`src/rtl/operand_fetch.sv`:
```
// Operand fetch sequencer: reads memory A in pairs into the adder operand registers and writes each sum to memory B.
// Optional build macro OPFETCH_SAT_EN saturates the written sum on signed overflow instead of wrapping.
module operand_fetch #(
    parameter int DATA_W    = 8,
    parameter int ADDR_A_W  = 4,
    parameter int ADDR_B_W  = 3,
    parameter int NUM_PAIRS = 8
) (
    input  logic                clock,
    input  logic                reset,
    input  logic                Start,
    output logic                Busy,
    output logic                Done,
    output logic                RdA,
    output logic [ADDR_A_W-1:0] AddrA,
    input  logic [DATA_W-1:0]   DataA,
    output logic [DATA_W-1:0]   DOut1,
    output logic [DATA_W-1:0]   DOut2,
    input  logic [DATA_W-1:0]   ADDOut,
    output logic                WeB,
    output logic [ADDR_B_W-1:0] AddrB,
    output logic [DATA_W-1:0]   DataB
);

    typedef enum logic [2:0] {IDLE, FETCH1, LOAD1, LOAD2, WRITE, DONE} state_t;

    localparam logic [ADDR_B_W-1:0] K_LAST = ADDR_B_W'(NUM_PAIRS - 1);

    state_t              state;
    logic [ADDR_B_W-1:0] k;
    logic [DATA_W-1:0]   sum;

    // Memory A word address of the even (odd=0) or odd (odd=1) operand of a pair.
    function automatic logic [ADDR_A_W-1:0] word_addr(input logic [ADDR_B_W-1:0] pair,
                                                      input logic odd);
        return ADDR_A_W'({pair, odd});
    endfunction

`ifdef OPFETCH_SAT_EN
    localparam logic signed [DATA_W-1:0] SAT_MAX = {1'b0, {(DATA_W-1){1'b1}}};
    localparam logic signed [DATA_W-1:0] SAT_MIN = {1'b1, {(DATA_W-1){1'b0}}};

    // Overflow only when both operands share a sign that the wrapped sum lost.
    function automatic logic signed [DATA_W-1:0] sat_sum(input logic signed [DATA_W-1:0] a,
                                                         input logic signed [DATA_W-1:0] b,
                                                         input logic signed [DATA_W-1:0] s);
        if ((a[DATA_W-1] == b[DATA_W-1]) && (s[DATA_W-1] != a[DATA_W-1]))
            return a[DATA_W-1] ? SAT_MIN : SAT_MAX;
        return s;
    endfunction

    assign sum = sat_sum(DOut1, DOut2, ADDOut);
`else
    assign sum = ADDOut;
`endif

    assign AddrB = k;
    assign DataB = WeB ? sum : '0;

    // Strobes and addresses are set one state ahead so they leave the flops glitch-free.
    always_ff @(posedge clock or posedge reset) begin
        if (reset) begin
            state <= IDLE;
            k     <= '0;
            Busy  <= 1'b0;
            Done  <= 1'b0;
            RdA   <= 1'b0;
            AddrA <= '0;
            WeB   <= 1'b0;
            DOut1 <= '0;
            DOut2 <= '0;
        end else begin
            case (state)
                IDLE: begin
                    if (Start) begin
                        k     <= '0;
                        Busy  <= 1'b1;
                        RdA   <= 1'b1;
                        AddrA <= '0;
                        state <= FETCH1;
                    end
                end
                FETCH1: begin
                    RdA   <= 1'b1;
                    AddrA <= word_addr(k, 1'b1);
                    state <= LOAD1;
                end
                LOAD1: begin
                    DOut1 <= DataA;
                    RdA   <= 1'b0;
                    state <= LOAD2;
                end
                LOAD2: begin
                    DOut2 <= DataA;
                    WeB   <= 1'b1;
                    state <= WRITE;
                end
                WRITE: begin
                    WeB <= 1'b0;
                    if (k == K_LAST) begin
                        Done  <= 1'b1;
                        state <= DONE;
                    end else begin
                        k     <= k + ADDR_B_W'(1);
                        RdA   <= 1'b1;
                        AddrA <= word_addr(k + ADDR_B_W'(1), 1'b0);
                        state <= FETCH1;
                    end
                end
                DONE: begin
                    Done  <= 1'b0;
                    Busy  <= 1'b0;
                    state <= IDLE;
                end
                default: begin
                    Busy  <= 1'b0;
                    Done  <= 1'b0;
                    RdA   <= 1'b0;
                    WeB   <= 1'b0;
                    state <= IDLE;
                end
            endcase
        end
    end

endmodule

```
`config.mk`:
```
export PLATFORM = sky130hd
export DESIGN_NAME = operand_fetch
export DESIGN_NICKNAME = d
export VERILOG_FILES = /design/src/rtl/operand_fetch.sv
export SDC_FILE = /design/constraint.sdc
export NUM_CORES = 1
export LEC_CHECK = 0
export CORE_ASPECT_RATIO = 1.4
export CORE_MARGIN = 2
export CORE_UTILIZATION = 41
export CTS_BUF_LIST = sky130_fd_sc_hd__clkbuf_8 sky130_fd_sc_hd__clkbuf_16
export CTS_CLUSTER_SIZE = 25
export DETAILED_ROUTE_END_ITERATION = 6
export HOLD_SLACK_MARGIN = 0.15
export PLACE_DENSITY = 0.76
export SLEW_MARGIN = 10
export SYNTH_ARGS = -nofsm -noshare
export SYNTH_HDL_FRONTEND = slang
export SYNTH_SLANG_ARGS = --single-unit
```
`constraint.sdc`:
```
create_clock -name clock -period 2 [get_ports clock]
set_input_delay 0.4 -clock clock [delete_from_list [all_inputs] [get_ports clock]]
set_output_delay 0.4 -clock clock [all_outputs]
set_load 0.02 [all_outputs]
```
==> results.sh <==
export IMPL_ioPinCount=54
export IMPL_initial_core_util=0.418
export IMPL_nNetsFinal=195
export IMPL_wl_met1_um=1110
export IMPL_hpwl_um=2210
export IMPL_cp_required_ns=1.60
export IMPL_worstPathArrival_ns=1.56
export IMPL_final_hold_violation_count=0
export IMPL_rsz0062_at_grt="no"
export IMPL_worst_path_max_fanout=1
export IMPL_vias=1101
export IMPL_rows=25
export IMPL_dr_pass1_iters=4
export IMPL_place_inst=207
export IMPL_cp_end_kind="output pin"
export IMPL_synthDominantCellAreaShare=0.542
export IMPL_fp_dieH_um=72.8
export IMPL_antennaDiodeCount=0
export IMPL_totalWireLength_um=2980
export IMPL_finalCritPeriodShare=0.979
export IMPL_ys_ff_latch=30
export IMPL_placement_io_buffers=53
export IMPL_fillers=283
export IMPL_cts_tree="built"
export IMPL_max_slew_margin_rel=0.676
export IMPL_grt_max_degree=31
export IMPL_path_class="in2out"
export IMPL_grt_pass1_vias=1046
export IMPL_timing_final_max_slew_violations=0
export IMPL_final_cell_count_no_fill=215
export IMPL_hold_class="reg2reg"
export IMPL_die_x_um=53.1
export IMPL_die_area_sq_mm=0.00387
export IMPL_synth_area_sq_mm=0.00139
export IMPL_drtIter0Drc=22
export IMPL_status="finished, final reports clean"
export IMPL_grt_overflow_total=0
export IMPL_cts_buffer_depth=2
export IMPL_ys_types=31
export IMPL_postCtsSetupBuffers=0
export IMPL_fin_crit_ns=1.96
export IMPL_ant_nets=0
export IMPL_gr_usage_all_layers=0.173
export IMPL_ctsHoldBuffers=0
export IMPL_tightest_slew_ns=0.486
export IMPL_coreArea_sq_mm=0.00332
export IMPL_yosysTopAreaCell="dfrtp_1"
export IMPL_hold_slack_ns=0.481
export IMPL_met2_length_um=1560
export IMPL_cts_sinks=30
export IMPL_top_layer="met4"
export IMPL_yosysWarnings=0
export IMPL_yosys_top_cells_area="dfrtp_1 54%, mux2_2 15%, and2_1 3.6%"
export IMPL_cts_htree_levels=2
export IMPL_syn_inst=115
export IMPL_wl_per_cell_um=13.9
export IMPL_drive_above_1_share=0.194
export IMPL_vias_per_cell=5.12
export IMPL_syn_num_nets=136
export IMPL_power_density_mw_per_mm2=1700
export IMPL_gp_congestion=0.844
export IMPL_area_growth_pct=52.6
export IMPL_syn_area_per_cell_sq_um=12.1
export IMPL_setup_viol=0
export IMPL_fmax_mhz=511
export IMPL_peakVddDrop_mv=0.962
export IMPL_clock_root_buffer="clkbuf_8"
export IMPL_worst_skew_pair_late_latency_ns=0.28
export IMPL_met3_length_um=268
export IMPL_cts_buffers_inserted=5
export IMPL_grt_first_pass_wirelength_um=4840
export IMPL_final_setup_skew_ns=0.00434
export IMPL_drv_cap=0
export IMPL_drc=0
export IMPL_yosysSeqAreaShare=0.542
export IMPL_p_leak_nw=0.952
export IMPL_antenna_found_initial=0
export IMPL_critPathLaunchType="input port"
export IMPL_path_clk_slew_ns=0.06
worst max-delay path, stage by stage:
cell and delay [ns]:
clkdlybuf4s50_1 0.46, and2_1 0.11, clkdlybuf4s50_1 0.59
registers in the layout, summed over array words and instances (netlist names):
name,flops
AddrA,4
AddrB,3
Busy,1
DOut1,8
DOut2,8
Done,1
RdA,1
WeB,1
state,3
cells in the final DEF (no fill, tap or decap):
| master | n |
|---|---|
| a211oi_1 | 1 |
| a21o_1 | 1 |
| a21oi_1 | 5 |
| a22o_1 | 5 |
| a31oi_1 | 1 |
| a32o_1 | 1 |
| and2_1 | 8 |
| and2b_1 | 1 |
| buf_4 | 4 |
| bufinv_16 | 2 |
| clkbuf_8 | 6 |
| clkdlybuf4s50_1 | 48 |
| dfrtp_1 | 29 |
| dfrtp_2 | 1 |
| dlygate4sd2_1 | 1 |
| dlymetal6s2s_1 | 4 |
| ha_1 | 2 |
| inv_1 | 6 |
| mux2_2 | 19 |
| mux2i_1 | 1 |
| nand2_1 | 3 |
| nand2_2 | 1 |
| nand2b_1 | 1 |
| nand3b_1 | 3 |
| nor2_1 | 6 |
| nor3_1 | 1 |
| nor3_4 | 1 |
| nor4bb_1 | 1 |
| o21a_1 | 1 |
| o21ai_0 | 7 |
| o22ai_1 | 1 |
| or2_0 | 1 |
| or3b_1 | 1 |
| xnor2_1 | 1 |
through the flow:
| stage | util | worst slack (ns) | cell area [sq um] | TNS (ns) | power, W |
|---|---|---|---|---|---|
| 2_1_floorplan | - | 0.189 | 1390 | 0 | 0.00214 |
| 3_3_place_gp | 0.592 | 0.0300 | 1960 | 0 | 0.00283 |
| 3_5_place_dp | 0.592 | -0.00497 | 1960 | -0.00497 | 0.00288 |
| 4_1_cts | 0.635 | 0.0167 | 2100 | 0 | 0.00363 |
| 5_1_grt | 0.638 | 0.00843 | 2120 | 0 | 0.00381 |
| 6_report | 0.638 | 0.0422 | 2120 | 0 | 0.00359 |
final timing paths:
kind                            depth (start not counted)  slack (ns)                  from                    to
worst max register to register                          5        0.27  AddrB[0]$_DFFE_PP0P_  AddrA[2]$_DFFE_PP0P_
worst max-delay path                                    3        0.04             ADDOut[6]              DataB[6]
min in group asynchronous                               3        0.49                 reset  DOut2[5]$_DFFE_PP0P_
worst min register to register                          2        0.48      Busy$_DFFE_PP0P_      Busy$_DFFE_PP0P_
worst min-delay path                                    2        0.48      Busy$_DFFE_PP0P_      Busy$_DFFE_PP0P_
max in group asynchronous                               3        1.21                 reset       WeB$_DFFE_PP0N_
Yosys cell counts (all sizes together):
| master | number |
|---|---|
| a22o | 5 |
| a32o | 1 |
| dfrtp | 30 |
| inv | 6 |
| and2b | 1 |
| xnor2 | 1 |
| buf | 4 |
| or2 | 1 |
| and2 | 8 |
| mux2 | 19 |
| or3b | 1 |
| nand3b | 3 |
| a31oi | 1 |
| nand2 | 4 |
| clkbuf | 1 |
| mux2i | 1 |
| o21a | 1 |
| a21o | 1 |
| nor3 | 2 |
| a21oi | 5 |
| nor2 | 6 |
| ha | 2 |
| a211oi | 1 |
| o22ai | 1 |
| nor4bb | 1 |
| o21ai | 7 |
| nand2b | 1 |
cells by family after synthesis:
| group | after synthesis | share of synthesized area |
|---|---|---|
| fa+ha+maj | 2 | 0.0180 |
| compound gates | 23 | 0.107 |
| simple gates | 28 | 0.125 |
| mux | 20 | 0.162 |
| xor+xnor | 1 | 0.00632 |
| flops | 30 | 0.542 |
| buf+inv | 11 | 0.0406 |
cell type report:
type / instances / area [sq um] / share of cell area
clock buffer: 6 / 82.6 / 0.0390
tap: 40 / 50.0 / 0.0237
clock inverter: 2 / 60.1 / 0.0284
inverter: 6 / 22.5 / 0.0106
sequential: 30 / 752 / 0.355
timing repair buffer: 57 / 569 / 0.269
multi-input combinational: 74 / 579 / 0.274
metal layers:
metal / GRT usage / vias to the layer above
li1: - / 520
met1: 0.182 / 537
met2: 0.296 / 41
met3: 0.0758 / 3
met4: 0.0684 / 0
met5: 0 / -
repair_timing:
action,CTS,global route
resized for setup,1,5
setup endpoints to repair,1,5
pin swaps,0,0
power breakdown:
| group | internal, W | switching (W) | total [W] | leakage, nW |
|---|---|---|---|---|
| combinational | 0.000916 | 0.000824 | 0.00174 | 0.516 |
| sequential | 0.000875 | 0.000225 | 0.00110 | 0.364 |
| clock | 0.000531 | 0.000218 | 0.000749 | 0.0714 |
No activity file was read; power rests on OpenSTA's default activity.
